`src/rtl/tlb_refill_walker_pkg.sv`:
```
// Shared definitions for the two-level page-table walker, the TLB and the exception unit:
// walker state encoding, PTE field positions and default fault codes.
package tlb_refill_walker_pkg;

  typedef enum logic [2:0] {
    IDLE    = 3'd0,
    L1_REQ  = 3'd1,
    L1_WAIT = 3'd2,
    L2_REQ  = 3'd3,
    L2_WAIT = 3'd4,
    FILL    = 3'd5,
    DONE    = 3'd6,
    DRAIN   = 3'd7
  } walk_state_e;

  localparam int PTE_VALID    = 0;
  localparam int PTE_USER     = 1;
  localparam int PTE_FRAME_HI = 17;
  localparam int PTE_FRAME_LO = 12;

  localparam logic [7:0] EXC_UFAULT_DEFAULT = 8'h84;
  localparam logic [7:0] EXC_KFAULT_DEFAULT = 8'h85;

  function automatic logic [7:0] fault_code(input logic kmode, input logic [7:0] ucode,
                                            input logic [7:0] kcode);
    return kmode ? kcode : ucode;
  endfunction

endpackage

```
`src/rtl/tlb_refill_walker.sv`:
```
// Two-level page-table walker: on a TLB miss reads the L1 and L2 PTEs, then either
// fills the TLB or reports a page fault. Handshakes: a transfer happens when valid && ready.
module tlb_refill_walker
  import tlb_refill_walker_pkg::*;
#(
  parameter logic [7:0] EXC_UFAULT = EXC_UFAULT_DEFAULT,
  parameter logic [7:0] EXC_KFAULT = EXC_KFAULT_DEFAULT
) (
  input  logic        clk,
  input  logic        rst_n,
  input  logic        req_valid,
  output logic        req_ready,
  input  logic [11:0] req_pid,
  input  logic [31:0] req_vaddr,
  input  logic        req_kmode,
  input  logic [31:0] ptbr,
  output logic        mem_req_valid,
  input  logic        mem_req_ready,
  output logic [31:0] mem_addr,
  input  logic        mem_resp_valid,
  input  logic [31:0] mem_resp_data,
  output logic        tlb_we,
  output logic [31:0] tlb_key,
  output logic [31:0] tlb_data,
  output logic        done_valid,
  output logic [7:0]  done_exc,
  input  logic        flush,
  output walk_state_e state_dbg
);

  walk_state_e state;
  logic [11:0] pid_q;
  logic [19:0] vpn_q;
  logic        kmode_q;
  logic        tlb_we_q;
  logic        done_q;
  logic        l2_fault;
  logic        unused_bits;

  assign l2_fault    = !mem_resp_data[PTE_VALID] || (!kmode_q && !mem_resp_data[PTE_USER]);
  assign unused_bits = ^{ptbr[11:0], req_vaddr[11:0], mem_resp_data[11:2]};
  assign state_dbg   = state;

  // A flush in FILL or DONE must suppress the pulse of that very cycle.
  assign tlb_we     = tlb_we_q && !flush;
  assign done_valid = done_q && !flush;

  always_ff @(posedge clk) begin
    if (!rst_n) begin
      state         <= IDLE;
      req_ready     <= 1'b1;
      mem_req_valid <= 1'b0;
      mem_addr      <= '0;
      tlb_we_q      <= 1'b0;
      tlb_key       <= '0;
      tlb_data      <= '0;
      done_q        <= 1'b0;
      done_exc      <= '0;
      pid_q         <= '0;
      vpn_q         <= '0;
      kmode_q       <= 1'b0;
    end else begin
      tlb_we_q <= 1'b0;
      done_q   <= 1'b0;
      case (state)
        IDLE: begin
          if (req_valid && req_ready && !flush) begin
            pid_q         <= req_pid;
            vpn_q         <= req_vaddr[31:12];
            kmode_q       <= req_kmode;
            mem_addr      <= {ptbr[31:12], req_vaddr[31:22], 2'b00};
            mem_req_valid <= 1'b1;
            req_ready     <= 1'b0;
            state         <= L1_REQ;
          end
        end
        L1_REQ, L2_REQ: begin
          if (flush) begin
            mem_req_valid <= 1'b0;
            req_ready     <= 1'b1;
            state         <= IDLE;
          end else if (mem_req_ready) begin
            mem_req_valid <= 1'b0;
            if (state == L1_REQ) state <= L1_WAIT;
            else                 state <= L2_WAIT;
          end
        end
        L1_WAIT, L2_WAIT: begin
          if (flush) begin
            // A response landing with the flush is the one we would have drained.
            if (mem_resp_valid) begin
              req_ready <= 1'b1;
              state     <= IDLE;
            end else begin
              state <= DRAIN;
            end
          end else if (mem_resp_valid) begin
            if ((state == L1_WAIT && !mem_resp_data[PTE_VALID]) ||
                (state == L2_WAIT && l2_fault)) begin
              done_q   <= 1'b1;
              done_exc <= fault_code(kmode_q, EXC_UFAULT, EXC_KFAULT);
              state    <= DONE;
            end else if (state == L1_WAIT) begin
              mem_addr      <= {mem_resp_data[31:12], vpn_q[9:0], 2'b00};
              mem_req_valid <= 1'b1;
              state         <= L2_REQ;
            end else begin
              tlb_key  <= {pid_q, vpn_q};
              tlb_data <= {26'd0, mem_resp_data[PTE_FRAME_HI:PTE_FRAME_LO]};
              tlb_we_q <= 1'b1;
              state    <= FILL;
            end
          end
        end
        FILL: begin
          if (flush) begin
            req_ready <= 1'b1;
            state     <= IDLE;
          end else begin
            done_q   <= 1'b1;
            done_exc <= 8'd0;
            state    <= DONE;
          end
        end
        DONE: begin
          req_ready <= 1'b1;
          state     <= IDLE;
        end
        DRAIN: begin
          if (mem_resp_valid) begin
            req_ready <= 1'b1;
            state     <= IDLE;
          end
        end
        default: begin
          req_ready <= 1'b1;
          state     <= IDLE;
        end
      endcase
    end
  end

endmodule
```
`config.mk`:
```
export PLATFORM = sky130hd
export DESIGN_NAME = tlb_refill_walker
export DESIGN_NICKNAME = d
export VERILOG_FILES = /design/src/rtl/tlb_refill_walker_pkg.sv /design/src/rtl/tlb_refill_walker.sv
export SDC_FILE = /design/constraint.sdc
export NUM_CORES = 1
export LEC_CHECK = 0
export ABC_AREA = 1
export CORE_UTILIZATION = 40
export CTS_CLUSTER_DIAMETER = 100
export DETAILED_ROUTE_END_ITERATION = 8
export GPL_ROUTABILITY_DRIVEN = 0
export PLACE_DENSITY_LB_ADDON = 0.12
export SETUP_SLACK_MARGIN = 0.4
export SLEW_MARGIN = 20
export SYNTH_ARGS = -nofsm -noshare
export SYNTH_HDL_FRONTEND = slang
export SYNTH_SLANG_ARGS = --single-unit
```
`constraint.sdc`:
```
create_clock -name clk -period 1.75 [get_ports clk]
set_input_delay 0.35 -clock clk [delete_from_list [all_inputs] [get_ports clk]]
set_output_delay 0.35 -clock clk [all_outputs]
set_load 0.005 [all_outputs]
```
==> results of run 1 <==
==> layer usage <==
layer,GRT usage (%),part of all wire (%),vias to the layer above
met5,0,0,-
li1,-,-,2637
met4,7.532,2.4,0
met3,4.463,6.9,34
met1,28.67,41,2621
met2,41.87,49,237
==> worst max-delay path, delay by kind of cell, from the launching register on <==
| family | cells | cell delay (ns) |
|---|---|---|
| AO/OA/AOI/OAI | 1 | 0.13 |
| flip-flops | 1 | 0.38 |
| buffers and inverters | 3 | 0.42 |
| AND/OR/NAND/NOR | 6 | 0.60 |
==> how the worst max path moves through the flow <==
| stage | start | to | slack, ns | depth (start not counted) |
|---|---|---|---|---|
| 6_report | state_dbg[1]$_SDFFE_PN0P_ | mem_addr[15]$_SDFFE_PN0P_ | 0.13 | 10 |
| 5_1_grt | state_dbg[1]$_SDFFE_PN0P_ | mem_addr[15]$_SDFFE_PN0P_ | 0.08 | 10 |
| 4_1_cts | state_dbg[2]$_SDFFE_PN0P_ | mem_addr[4]$_SDFFE_PN0P_ | 0.17 | 10 |
| 3_5_place_dp | flush | mem_addr[4]$_SDFFE_PN0P_ | -0.32 | 8 |
| 3_3_place_gp | flush | mem_addr[6]$_SDFFE_PN0P_ | -0.26 | 8 |
| 2_1_floorplan | state_dbg[1]$_SDFFE_PN0P_ | tlb_key[19]$_SDFFE_PN0P_ | 0.31 | 11 |
==> cell families (layout without fill, tap and decap cells) <==
group	count (synthesis)	in the layout	share of synthesized area, %
AOI/OAI and AO/OA	113	113	11.38
buffers and inverters	104	259	11.91
DFF	110	110	44.03
other	1	33	0.07498
and+or+nand+nor	373	373	32.60
==> report_power, final <==
part	total [mW]	switching (mW)	leakage (nW)	internal, mW
Clock	2.09	0.927	0.147	1.16
Combinational	3.68	1.88	3.36	1.80
Sequential	3.20	0.288	0.911	2.91
==> flip-flops by register name (all words and copies together), names as in the netlist <==
register / flops
tlb_we_q: 1
mem_req_valid: 1
state_dbg: 3
pid_q: 12
vpn_q: 20
tlb_data: 6
tlb_key: 32
mem_addr: 30
done_q: 1
kmode_q: 1
req_ready: 1
done_exc: 2
==> cell type report <==
| class | instances | area share (%) |
|---|---|---|
| flip-flops and latches | 110 | 26.98 |
| multi-input cells | 519 | 33.84 |
| repair buffers | 226 | 31.95 |
| clock inverters | 4 | 0.6741 |
| well taps | 168 | 2.516 |
| inverters | 17 | 1.093 |
| clock buffers | 12 | 2.951 |
==> timing repair <==
action,4_1_cts,5_1_grt
setup buffers,8,10
gates cloned,2,10
endpoints found under the setup margin,187,180
resized for setup,57,270
pin swaps,9,80
==> metrics by stage <==
stage | setup WS, ns | std cells
floorplan | 0.3124 | 733
global placement | -0.2560 | 1010
detailed placement | -0.3190 | 1010
CTS | 0.1712 | 1036
global route | 0.07561 | 1056
finish | 0.1324 | 1056
==> cells in the final DEF, fill, tap and decap left out, types with 2 or more instances in the layout <==
cell type,instances
a21oi_1,60
a21oi_2,14
buf_12,14
buf_16,2
buf_4,31
buf_6,9
buf_8,2
clkbuf_1,2
clkbuf_16,19
clkbuf_2,3
clkdlybuf4s50_1,76
clkinv_4,3
conb_1,33
dfxtp_1,75
dfxtp_2,32
dfxtp_4,3
dlygate4sd2_1,11
dlymetal6s2s_1,66
inv_1,8
inv_2,4
inv_4,3
nand2_1,165
nand2_2,16
nand2_4,14
nand2_8,2
nand3_1,4
nand3_2,2
nand3_4,5
nand4_1,72
nor2_1,65
nor2_2,17
nor2_4,10
o21ai_0,3
o21ai_1,6
o21ai_2,27
==> results.py, run 1 <==
metrics = {
    "status": {
        "status": "complete, no violations",
    },
    "global_routing": {
        "grt_pass1_vias": 4919,
        "gr-total-overflow": 0,
        "grt_pass1_wl_mm": 24.17,
        "grt_max_degree": 42,
        "antenna_found_initial": 0,
        "gr-usage-all-layers_pct": 23.56,
    },
    "sta": {
        "setup_viol": 0,
        "hold_violations": 0,
        "period_minus_slack_ns": 1.618,
        "whs_ns": 0.4599,
        "rsz0062_at_grt": "true",
        "fin_skew_ns": 0.009171,
        "slew_viol_final": 0,
        "finalSetupTns_ns": 0,
        "fmax_ghz": 0.6182,
        "timing.final.crit_share_pct": 92.44,
    },
    "min_path": {
        "min_to": "tlb_key[25]$_SDFFE_PN0P_",
        "holdPathStages": 2,
        "worstHoldStart": "tlb_key[25]$_SDFFE_PN0P_",
        "min_path_type": "flop to flop",
    },
    "worst_setup_path": {
        "arrival_ns": 1.88,
        "r2r_end": "mem_addr[15]$_SDFFE_PN0P_",
        "worst-r2r-setup-slack_ns": 0.13,
        "max_stage_delay_ns": 0.38,
        "path_cells": "nor2_4 -> nand2_8 -> nor2_4 -> nor2_2 -> buf_6 -> nand3_4 -> buf_6 -> clkbuf_16 -> nand2_2 -> a21oi_1",
        "r2r_cells": 10,
        "cp-end-kind": "flop",
        "reg2reg_from": "state_dbg[1]$_SDFFE_PN0P_",
        "cp_slowest_cell": "dfxtp_4",
        "path_max_fanout": 7,
        "path_class": "flop to flop",
        "worstSetupStartpointType": "flop",
        "critPathRequiredTime_ns": 2.01,
    },
    "clock_tree": {
        "cts.path.max_buffers": 2,
        "cts_tree": "yes",
        "hold_buffers": 0,
        "root_buffer": "clkbuf_16",
        "htreeDepth": 3,
        "cts_made_buffers": 9,
        "cts_sinks": 110,
        "clk_pin_slew_ns": 0.07,
        "worstSkewPairLatency_ns": 0.34,
    },
    "yosys": {
        "synthMostInstantiatedCell": "nand2_1",
        "yosys.area.top_type_share_pct": 44.03,
        "synth_area_per_cell_sq_um": 7.134,
        "ys_types": 23,
        "syn-cell-area_sq_um": 5001,
        "synth_top_area_cell": "dfxtp_1",
        "synth_top_cells_by_area": "dfxtp_1 (44%), nand2_1 (15%), nand4_1 (9.0%), a21oi_1 (7.4%), nor2_1 (6.7%)",
        "ys_top_cells_by_count": "nand2_1 (195), dfxtp_1 (110), nor2_1 (89)",
        "synthFlopType": "dfxtp_1",
        "yosys_warnings": 0,
        "synth_edf_count": 0,
        "ys_async_sr_fraction_pct": 0,
        "syn_inst": 701,
        "synth_seq_cells": 110,
        "ys_seq_area_share_pct": 44.03,
    },
    "placement": {
        "port_buffers": 158,
        "placed_area_sq_um": 6819,
        "dp_hpwl_mm": 10.49,
    },
    "detailed_routing": {
        "wl_per_cell_um": 16.63,
        "vias_per_cell": 5.236,
        "drc": 0,
        "wl_mm": 17.57,
        "num_vias": 5529,
        "dr.pass1.iters": 5,
        "drt-initial-drc-count": 412,
        "ant_nets": 0,
    },
    "final_layout": {
        "nFillCells": 1009,
        "n_antenna_cell": 0,
        "drive_above_1_share_pct": 26.91,
        "fin_area_sq_um": 8353,
        "multi_input_area_sq_um": 2826,
        "regArea_sq_um": 2253,
        "nets": 998,
        "syn_to_final_growth_pct": 67.03,
        "utilization_pct": 68.97,
    },
    "die": {
        "row_count": 40,
        "die_area_sq_um": 12950,
        "io_pins": 226,
        "core_area_sq_um": 12110,
        "die_h_um": 113.8,
        "die_width_um": 113.8,
        "start_util_pct": 41.29,
    },
    "run": {
        "drv_cap": 0,
    },
    "power_and_ir_drop": {
        "p_leak_nw": 4.419,
        "power.density_nw_per_um2": 1074,
        "peakVddDrop_mv": 0.6078,
        "total_power_mw": 8.971,
    },
}
Power figures use the tool's default switching activity.
==> run 2: changes to the inputs <==
Settings changed: SKIP_LAST_GASP set to 1.
==> results of run 2 <==
The final DEF is identical to that of run 1; final timing and power are the same.
